## src/rtl/accel_regs_pkg.sv

```systemverilog
// Register map, reset values, WHO_AM_I identity and FSM encoding shared by
// the LIS3DH-style SPI responder and its edge-sync front end.
package accel_regs_pkg;

  // register addresses (6-bit SPI address space)
  localparam logic [5:0] ADDR_WHO_AM_I  = 6'h0F;
  localparam logic [5:0] ADDR_TEMP_CFG  = 6'h1F;
  localparam logic [5:0] ADDR_CTRL_REG1 = 6'h20;
  localparam logic [5:0] ADDR_CTRL_REG4 = 6'h23;
  localparam logic [5:0] ADDR_OUT_X_L   = 6'h28;
  localparam logic [5:0] ADDR_OUT_X_H   = 6'h29;
  localparam logic [5:0] ADDR_OUT_Y_L   = 6'h2A;
  localparam logic [5:0] ADDR_OUT_Y_H   = 6'h2B;
  localparam logic [5:0] ADDR_OUT_Z_L   = 6'h2C;
  localparam logic [5:0] ADDR_OUT_Z_H   = 6'h2D;

  localparam logic [7:0] WHO_AM_I_VAL   = 8'h33;

  localparam logic [7:0] RST_TEMP_CFG   = 8'h00;
  localparam logic [7:0] RST_CTRL_REG1  = 8'h07;
  localparam logic [7:0] RST_CTRL_REG4  = 8'h00;

  // FSM encoding
  localparam logic [1:0] ST_IDLE = 2'd0;
  localparam logic [1:0] ST_CMD  = 2'd1;
  localparam logic [1:0] ST_DATA = 2'd2;

  // one acceleration sample, all three axes
  typedef struct packed {
    logic [15:0] x;
    logic [15:0] y;
    logic [15:0] z;
  } sample_t;

  // only these three registers accept SPI writes
  function automatic logic is_writable(input logic [5:0] a);
    return (a == ADDR_TEMP_CFG) || (a == ADDR_CTRL_REG1) || (a == ADDR_CTRL_REG4);
  endfunction

endpackage

```

## src/rtl/spi_edge_sync.sv

```systemverilog
// SPI front end: 2-flop synchronizers for SCK, CS_n and MOSI, plus edge
// detection on the synchronized SCK and CS_n.
//   clk_i, rst_i       : system clock, async active-high reset
//   sck_i, cs_n_i,
//   mosi_i             : raw asynchronous SPI pins
//   cs_n_o, mosi_o     : synchronized levels
//   sck_rise_o/fall_o  : one-cycle pulses on synchronized SCK edges
//   cs_fall_o/rise_o   : one-cycle pulses on synchronized CS_n edges
module spi_edge_sync (
  input  logic clk_i,
  input  logic rst_i,
  input  logic sck_i,
  input  logic cs_n_i,
  input  logic mosi_i,
  output logic cs_n_o,
  output logic mosi_o,
  output logic sck_rise_o,
  output logic sck_fall_o,
  output logic cs_fall_o,
  output logic cs_rise_o
);

  logic [1:0] sck_sync_q, cs_sync_q, mosi_sync_q;
  logic       sck_prev_q, cs_prev_q;

  // SCK resets to its idle-high level. CS_n resets to "selected" so that a
  // reset taken mid-transaction yields no CS fall until CS_n is seen high
  // again; the block then ignores the rest of the aborted frame.
  always_ff @(posedge clk_i or posedge rst_i) begin
    if (rst_i) begin
      sck_sync_q  <= 2'b11;
      cs_sync_q   <= 2'b00;
      mosi_sync_q <= 2'b00;
      sck_prev_q  <= 1'b1;
      cs_prev_q   <= 1'b0;
    end else begin
      sck_sync_q  <= {sck_sync_q[0], sck_i};
      cs_sync_q   <= {cs_sync_q[0], cs_n_i};
      mosi_sync_q <= {mosi_sync_q[0], mosi_i};
      sck_prev_q  <= sck_sync_q[1];
      cs_prev_q   <= cs_sync_q[1];
    end
  end

  assign cs_n_o     = cs_sync_q[1];
  assign mosi_o     = mosi_sync_q[1];
  assign sck_rise_o =  sck_sync_q[1] & ~sck_prev_q;
  assign sck_fall_o = ~sck_sync_q[1] &  sck_prev_q;
  assign cs_fall_o  = ~cs_sync_q[1]  &  cs_prev_q;
  assign cs_rise_o  =  cs_sync_q[1]  & ~cs_prev_q;

endmodule

```

## src/rtl/lis3dh_spi_responder.sv

```systemverilog
// SPI mode-3 register responder modelled on the LIS3DH accelerometer.
//   clk_in, rst          : system clock, async active-high reset
//   spi_sck/cs_n/mosi    : SPI initiator pins (asynchronous)
//   spi_miso             : read data, 0 while spi_cs_n is high
//   sample_x/y/z, sample_valid : new acceleration sample and load strobe
//   temp_cfg, ctrl_reg1, ctrl_reg4 : writable register contents
//   wr_strobe, wr_addr   : pulse and address of each committed write
module lis3dh_spi_responder
  import accel_regs_pkg::*;
(
  input  logic        clk_in,
  input  logic        rst,
  input  logic        spi_sck,
  input  logic        spi_cs_n,
  input  logic        spi_mosi,
  output logic        spi_miso,
  input  logic [15:0] sample_x,
  input  logic [15:0] sample_y,
  input  logic [15:0] sample_z,
  input  logic        sample_valid,
  output logic [7:0]  temp_cfg,
  output logic [7:0]  ctrl_reg1,
  output logic [7:0]  ctrl_reg4,
  output logic        wr_strobe,
  output logic [6:0]  wr_addr
);

  logic cs_n_s, mosi_s, sck_rise, sck_fall, cs_fall, cs_rise;

  spi_edge_sync u_sync (
    .clk_i      (clk_in),
    .rst_i      (rst),
    .sck_i      (spi_sck),
    .cs_n_i     (spi_cs_n),
    .mosi_i     (spi_mosi),
    .cs_n_o     (cs_n_s),
    .mosi_o     (mosi_s),
    .sck_rise_o (sck_rise),
    .sck_fall_o (sck_fall),
    .cs_fall_o  (cs_fall),
    .cs_rise_o  (cs_rise)
  );

  logic [1:0] state_q, state_d;
  logic [2:0] bit_cnt_q, bit_cnt_d;
  logic [6:0] shift_q, shift_d;     // first 7 bits of the byte in flight
  logic       rw_q, rw_d, ms_q, ms_d;
  logic [5:0] addr_q, addr_d;
  logic [7:0] miso_sh_q, miso_sh_d;
  logic       miso_q, miso_d;
  logic [7:0] tc_q, tc_d, c1_q, c1_d, c4_q, c4_d;
  logic       wr_strobe_q, wr_strobe_d;
  logic [6:0] wr_addr_q, wr_addr_d;
  sample_t    shadow_q, shadow_d, pend_smp_q, pend_smp_d;
  logic       pend_q, pend_d;

  logic [7:0] byte_in;
  logic [5:0] addr_nx;
  logic       bus_busy;

  function automatic logic [7:0] rd_mux(input logic [5:0] a, input logic [7:0] tc,
                                        input logic [7:0] c1, input logic [7:0] c4,
                                        input sample_t s);
    case (a)
      ADDR_WHO_AM_I:  rd_mux = WHO_AM_I_VAL;
      ADDR_TEMP_CFG:  rd_mux = tc;
      ADDR_CTRL_REG1: rd_mux = c1;
      ADDR_CTRL_REG4: rd_mux = c4;
      ADDR_OUT_X_L:   rd_mux = s.x[7:0];
      ADDR_OUT_X_H:   rd_mux = s.x[15:8];
      ADDR_OUT_Y_L:   rd_mux = s.y[7:0];
      ADDR_OUT_Y_H:   rd_mux = s.y[15:8];
      ADDR_OUT_Z_L:   rd_mux = s.z[7:0];
      ADDR_OUT_Z_H:   rd_mux = s.z[15:8];
      default:        rd_mux = 8'h00;
    endcase
  endfunction

  // ---------------- SPI protocol FSM ----------------
  always_comb begin
    state_d     = state_q;
    bit_cnt_d   = bit_cnt_q;
    shift_d     = shift_q;
    rw_d        = rw_q;
    ms_d        = ms_q;
    addr_d      = addr_q;
    miso_sh_d   = miso_sh_q;
    miso_d      = miso_q;
    tc_d        = tc_q;
    c1_d        = c1_q;
    c4_d        = c4_q;
    wr_strobe_d = 1'b0;
    wr_addr_d   = wr_addr_q;
    byte_in     = {shift_q, mosi_s};
    addr_nx     = ms_q ? addr_q + 6'd1 : addr_q;

    // MISO shifts on falling SCK so each bit is settled before the next rise
    if (state_q != ST_IDLE && sck_fall) begin
      miso_d    = miso_sh_q[7];
      miso_sh_d = {miso_sh_q[6:0], 1'b0};
    end

    case (state_q)
      ST_IDLE: begin
        if (cs_fall) begin
          state_d   = ST_CMD;
          bit_cnt_d = '0;
          shift_d   = '0;
          miso_sh_d = '0;
          miso_d    = 1'b0;
        end
      end
      ST_CMD: begin
        if (sck_rise) begin
          shift_d   = byte_in[6:0];
          bit_cnt_d = bit_cnt_q + 3'd1;
          if (bit_cnt_q == 3'd7) begin
            rw_d    = byte_in[7];
            ms_d    = byte_in[6];
            addr_d  = byte_in[5:0];
            state_d = ST_DATA;
            // first read byte goes out starting with the next falling SCK
            if (byte_in[7])
              miso_sh_d = rd_mux(byte_in[5:0], tc_q, c1_q, c4_q, shadow_q);
          end
        end
      end
      ST_DATA: begin
        if (sck_rise) begin
          shift_d   = byte_in[6:0];
          bit_cnt_d = bit_cnt_q + 3'd1;
          if (bit_cnt_q == 3'd7) begin
            if (!rw_q && is_writable(addr_q)) begin
              wr_strobe_d = 1'b1;
              wr_addr_d   = {1'b0, addr_q};
              case (addr_q)
                ADDR_TEMP_CFG:  tc_d = byte_in;
                ADDR_CTRL_REG1: c1_d = byte_in;
                ADDR_CTRL_REG4: c4_d = byte_in;
                default: ;
              endcase
            end
            addr_d = addr_nx;
            if (rw_q)
              miso_sh_d = rd_mux(addr_nx, tc_q, c1_q, c4_q, shadow_q);
          end
        end
      end
      default: state_d = ST_IDLE;
    endcase

    // CS_n high ends the frame; a partial byte is dropped (overrides commit)
    if (state_q != ST_IDLE && (cs_n_s || cs_rise)) begin
      state_d     = ST_IDLE;
      bit_cnt_d   = '0;
      shift_d     = '0;
      miso_sh_d   = '0;
      miso_d      = 1'b0;
      wr_strobe_d = 1'b0;
      wr_addr_d   = wr_addr_q;
      tc_d        = tc_q;
      c1_d        = c1_q;
      c4_d        = c4_q;
    end
  end

  // ---------------- sample shadow / block data update ----------------
  // With BDU set, a sample arriving during a frame is parked (newest wins)
  // and copied into the shadow once the bus is idle, so a multi-byte read
  // never mixes halves of two samples.
  assign bus_busy = (state_q != ST_IDLE) || !cs_n_s;

  always_comb begin
    shadow_d   = shadow_q;
    pend_d     = pend_q;
    pend_smp_d = pend_smp_q;
    if (sample_valid) begin
      if (c4_q[7] && bus_busy) begin
        pend_d     = 1'b1;
        pend_smp_d = '{x: sample_x, y: sample_y, z: sample_z};
      end else begin
        shadow_d = '{x: sample_x, y: sample_y, z: sample_z};
        pend_d   = 1'b0;
      end
    end else if (pend_q && !bus_busy) begin
      shadow_d = pend_smp_q;
      pend_d   = 1'b0;
    end
  end

  always_ff @(posedge clk_in or posedge rst) begin
    if (rst) begin
      state_q     <= ST_IDLE;
      bit_cnt_q   <= '0;
      shift_q     <= '0;
      rw_q        <= 1'b0;
      ms_q        <= 1'b0;
      addr_q      <= '0;
      miso_sh_q   <= '0;
      miso_q      <= 1'b0;
      tc_q        <= RST_TEMP_CFG;
      c1_q        <= RST_CTRL_REG1;
      c4_q        <= RST_CTRL_REG4;
      wr_strobe_q <= 1'b0;
      wr_addr_q   <= '0;
      shadow_q    <= '0;
      pend_q      <= 1'b0;
      pend_smp_q  <= '0;
    end else begin
      state_q     <= state_d;
      bit_cnt_q   <= bit_cnt_d;
      shift_q     <= shift_d;
      rw_q        <= rw_d;
      ms_q        <= ms_d;
      addr_q      <= addr_d;
      miso_sh_q   <= miso_sh_d;
      miso_q      <= miso_d;
      tc_q        <= tc_d;
      c1_q        <= c1_d;
      c4_q        <= c4_d;
      wr_strobe_q <= wr_strobe_d;
      wr_addr_q   <= wr_addr_d;
      shadow_q    <= shadow_d;
      pend_q      <= pend_d;
      pend_smp_q  <= pend_smp_d;
    end
  end

  // gate with the raw pin so MISO drops the moment CS_n deasserts
  assign spi_miso  = miso_q & ~spi_cs_n;
  assign temp_cfg  = tc_q;
  assign ctrl_reg1 = c1_q;
  assign ctrl_reg4 = c4_q;
  assign wr_strobe = wr_strobe_q;
  assign wr_addr   = wr_addr_q;

endmodule

```

## config.mk

```make
export PLATFORM = sky130hd
export DESIGN_NAME = lis3dh_spi_responder
export DESIGN_NICKNAME = d
export VERILOG_FILES = /design/src/rtl/accel_regs_pkg.sv /design/src/rtl/spi_edge_sync.sv /design/src/rtl/lis3dh_spi_responder.sv
export SDC_FILE = /design/constraint.sdc
export NUM_CORES = 1
export LEC_CHECK = 0
export CAP_MARGIN = 10
export CORE_MARGIN = 8
export CORE_UTILIZATION = 35
export DETAILED_ROUTE_END_ITERATION = 12
export GPL_TIMING_DRIVEN = 0
export HOLD_SLACK_MARGIN = 0.03
export MAX_ROUTING_LAYER = met4
export SLEW_MARGIN = 20
export SYNTH_ARGS = -nofsm -noshare
export SYNTH_HDL_FRONTEND = slang
export SYNTH_SLANG_ARGS = --single-unit
export TNS_END_PERCENT = 50
```

## constraint.sdc

```tcl
create_clock -name clk_in -period 5.55 [get_ports clk_in]
set_input_delay 1.3875 -clock clk_in [delete_from_list [all_inputs] [get_ports clk_in]]
set_output_delay 1.3875 -clock clk_in [all_outputs]
set_load 0.005 [all_outputs]
```

==> impl_metrics.csv <==
group,metric,value,unit
flow_run,number_of_max_capacitance_violations_reported,0,
die,die_y,174,µm
timing,fmax,261,MHz
drt,detail_route.wl_per_cell,22.5,µm
placement,gpl.final_weighted_congestion,0.983,
power,leakage_power,4.63,nW
layout,finalInstanceArea,10600,µm²
die,core_region_area,24300,µm²
setup_path,timing.setup.critical_path_class,"primary input to output pin",
layout,area_growth_syn_to_layout,22.3,%
timing,finalMaxSlewViolations,0,
timing,min_period,3840,ps
grt,globalRouteOverflowTotal,0,
die,initial_core_util,0.357,
logic_synthesis,synth_cells,824,
timing,timing.final.crit_share,0.691,
logic_synthesis,ys_dominant_reg_cell,"sky130_fd_sc_hd__dfrtp_1",
grt,global_route_wire_length_before_repair,44600,µm
placement,dp.final_hpwl,21600,µm
setup_path,worst-path-max-fanout,2,
timing,tns,0,ps
die,design.die.area,30100,µm²
grt,grt_pass1_vias,7260,
power,max-vdd-ir-drop,0.189,mV
setup_path,cp_cell_sequence,"clkdlybuf4s50_1 -> nor2b_1 -> clkdlybuf4s50_1",
clock_tree,clkSlewWorstSetupHoldPaths,70,ps
power,cellPowerDensity,293,nW/µm²
timing,setup_repair_after_global_routing_missed_its_margin,"false",
timing,max_slew.worst_pin.slew,1150,ps
clock_tree,cts-htree-levels,4,
timing,final-hold-violation-count,0,
grt,grt_antenna_before_repair,0,
clock_tree,cts_root_buf,"sky130_fd_sc_hd__clkbuf_16",
drt,totalWireLength,28500,µm
layout,finish.net_count,995,
setup_path,worst-path-buf-inv,2,
die,rows,57,
timing,worst_slew_margin_rel,0.225,
layout,post_route_cells_drive_above_1_share,0.158,
setup_path,critical-path-top-cell-by-count,"sky130_fd_sc_hd__clkdlybuf4s50_1",
drt,first_pass_iters,6,
setup_path,worst_ep_required_time,4160,ps
clock_tree,buffer_depth_of_the_longest_clock_path,2,
drt,vias,7174,
timing,timing.final.setup_violations,0,
die,io_pins,87,
clock_tree,postCtsResizedCells,0,
logic_synthesis,postSynthRegisterBits,165,
setup_path,critical-path-max-stage-delay,520,ps
die,die_width,174,µm
clock_tree,tritoncts_num_sinks,165,
placement,dpl-instance-area,10000,µm²
drt,post_drt_via_cell_ratio,5.65,
clock_tree,number_of_buffers_created_by_cts,17,
setup_path,cp_data_arrival_time,2450,ps
setup_path,setup.worst_path.end_class,"output pin",
placement,dpl_worst_slack,1460,ps
layout,n_fill_cell,2321,
placement,numPortBuffers,84,
logic_synthesis,synth-edff-count,0,
logic_synthesis,synth.distinct_cells,81,
logic_synthesis,netlist_area,8680,µm²
timing,final.setup.worst_slack,1710,ps
status,run_status,"complete, no violations",
setup_path,cell_family_contributing_the_most_delay_on_the_critical_path,"buffers and inverters",
layout,insertedDiodeCount,0,
clock_tree,cts-hold-fix-buffers,0,
clock_tree,cts_setup_buffers,0,
drt,detail_route.drc_violations,0,
hold_path,hold_path_class,"flip-flop to flip-flop",
logic_synthesis,synth.avg_cell_area,10.5,µm²
drt,final_antenna_net_count,0,
grt,track_usage,0.195,
clock_tree,clock_tree_from_tritoncts,"yes",
setup_path,cp_slowest_cell,"sky130_fd_sc_hd__clkdlybuf4s50_1",
logic_synthesis,sequential_cell_area_fraction_in_the_yosys_report,0.476,
clock_tree,clk_latency,430,ps
setup_path,worst_setup_start_kind,"primary input",
timing,skew,11.5,ps
logic_synthesis,yosysWarningCount,0,
grt,pin_count_of_the_biggest_net_entering_global_routing,33,
logic_synthesis,postSynth.asyncResetShare,1.00,
logic_synthesis,post_synthesis_net_count,887,
drt,drt_iter0_drc,587,
layout,core_utilization_of_the_finished_layout,0.437,
[layout make-up]
class	instances	area [µm²]	share of cell area
multi-input cells	589	4270	0.402
flip-flops and latches	165	4140	0.389
repair buffers	89	948	0.0893
clock buffers	17	425	0.0401
well taps	324	405	0.0382
plain buffers	57	236	0.0223
clock inverters	15	150	0.0141
inverters	13	52.6	0.00495
[cell usage after synthesis (4+ instances only)]
cell                       number  share of area
sky130_fd_sc_hd__nor3_1         5         0.0029
sky130_fd_sc_hd__a211oi_1       7         0.0061
sky130_fd_sc_hd__and2_1         8         0.0058
sky130_fd_sc_hd__nor3b_1        6         0.0052
sky130_fd_sc_hd__nand3_1       12         0.0069
sky130_fd_sc_hd__buf_2          5         0.0029
sky130_fd_sc_hd__a32o_1         6         0.0069
sky130_fd_sc_hd__mux2_2        75          0.097
sky130_fd_sc_hd__dfstp_2        6          0.018
sky130_fd_sc_hd__nor2b_1        5         0.0036
sky130_fd_sc_hd__o21ai_0       33          0.019
sky130_fd_sc_hd__and3_1         4         0.0029
sky130_fd_sc_hd__nand3b_1       4         0.0035
sky130_fd_sc_hd__or2_2          4         0.0029
sky130_fd_sc_hd__buf_1          9         0.0039
sky130_fd_sc_hd__mux2i_1       67          0.077
sky130_fd_sc_hd__a22oi_1       19          0.016
sky130_fd_sc_hd__o21a_1         5         0.0043
sky130_fd_sc_hd__nor2_1        80          0.035
sky130_fd_sc_hd__a31oi_1       11         0.0079
sky130_fd_sc_hd__a21o_1         6         0.0052
sky130_fd_sc_hd__a21oi_1       76          0.044
sky130_fd_sc_hd__dfrtp_1      159           0.46
sky130_fd_sc_hd__a22o_1        17          0.017
sky130_fd_sc_hd__inv_1         13         0.0056
sky130_fd_sc_hd__ha_1           9          0.013
sky130_fd_sc_hd__o22ai_1        5         0.0036
sky130_fd_sc_hd__nand2_1       49          0.021
sky130_fd_sc_hd__a221oi_1      10          0.010
sky130_fd_sc_hd__clkbuf_1      39          0.017
[metrics by stage]
step / hold WS [ps] / instances / power [mW]
finish: 350 / 1269 / 3.11
floorplan: 331 / 824 / 1.72
CTS: 352 / 1269 / 3.12
global placement: 335 / 1232 / 1.94
global route: 357 / 1269 / 3.26
detailed placement: 336 / 1237 / 1.96
[layout by cell type, fill, tap and decap left out, drive strengths merged, types with 10 or more instances in the layout]
cell type	n
a221oi	10
a22oi	19
inv	22
clkbuf	57
a22o	17
a31oi	11
nand2	49
o21ai	35
buf	22
a21oi	77
nor2	81
mux2i	67
nand3	14
dfrtp	159
mux2	75
clkdlybuf4s50	84
[layer usage]
layer,wire length [µm],track usage,vias up,part of all wire
li1,-,-,3258,-
met2,13500,0.308,282,0.47
met4,1050,0.0744,0,0.037
met1,12400,0.244,3576,0.43
met5,0,-,-,0
met3,1630,0.0412,58,0.057
[power by group]
| group | internal, mW | switching, mW | total [mW] | leakage, nW |
|---|---|---|---|---|
| clock network | 0.602 | 0.570 | 1.17 | 0.287 |
| registers | 1.29 | 0.113 | 1.41 | 2.18 |
| logic | 0.191 | 0.339 | 0.530 | 2.17 |
| total | 2.09 | 1.02 | 3.11 | 4.63 |
[cells by family after synthesis]
| logic type | count (synthesis) | synth area share |
|---|---|---|
| muxes | 142 | 0.174 |
| DFF | 165 | 0.476 |
| AOI/OAI and AO/OA | 233 | 0.186 |
| buffers and inverters | 70 | 0.0329 |
| other | 1 | 0.000432 |
| xor gates and xnor gates | 3 | 0.00389 |
| and+or+nand+nor | 201 | 0.113 |
| adders and majority gates | 9 | 0.0130 |
[sequential cells by signal, indices dropped and copies added, names as in the netlist, 2 cells and up]
register and count:
wr_addr 6, addr_q 6, u_sync.sck_sync_q 2, u_sync.cs_sync_q 2
u_sync.mosi_sync_q 2, miso_sh_q 8, ctrl_reg1 8, shadow_q 48
pend_smp_q 48, state_q 2, temp_cfg 8, bit_cnt_q 3
shift_q 7, ctrl_reg4 8
[worst paths after layout]
| kind | startpoint | end | slack (ps) | cells after the start |
|---|---|---|---|---|
| worst max register to register | addr_q[0]$_DFFE_PP0P_ | miso_sh_q[0]$_DFF_PP0_ | 2060 | 8 |
| worst min-delay path | u_sync.mosi_sync_q[0]$_DFF_PP0_ | u_sync.mosi_sync_q[1]$_DFF_PP0_ | 350 | 0 |
| min in group asynchronous | rst | pend_smp_q[12]$_DFFE_PP0P_ | 1390 | 2 |
| worst max-delay path | spi_cs_n | spi_miso | 1710 | 3 |
| worst min register to register | u_sync.mosi_sync_q[0]$_DFF_PP0_ | u_sync.mosi_sync_q[1]$_DFF_PP0_ | 350 | 0 |
| max in group asynchronous | rst | ctrl_reg1[1]$_DFFE_PP1P_ | 3060 | 5 |
Note: power is estimated with default switching activity, not from simulation.
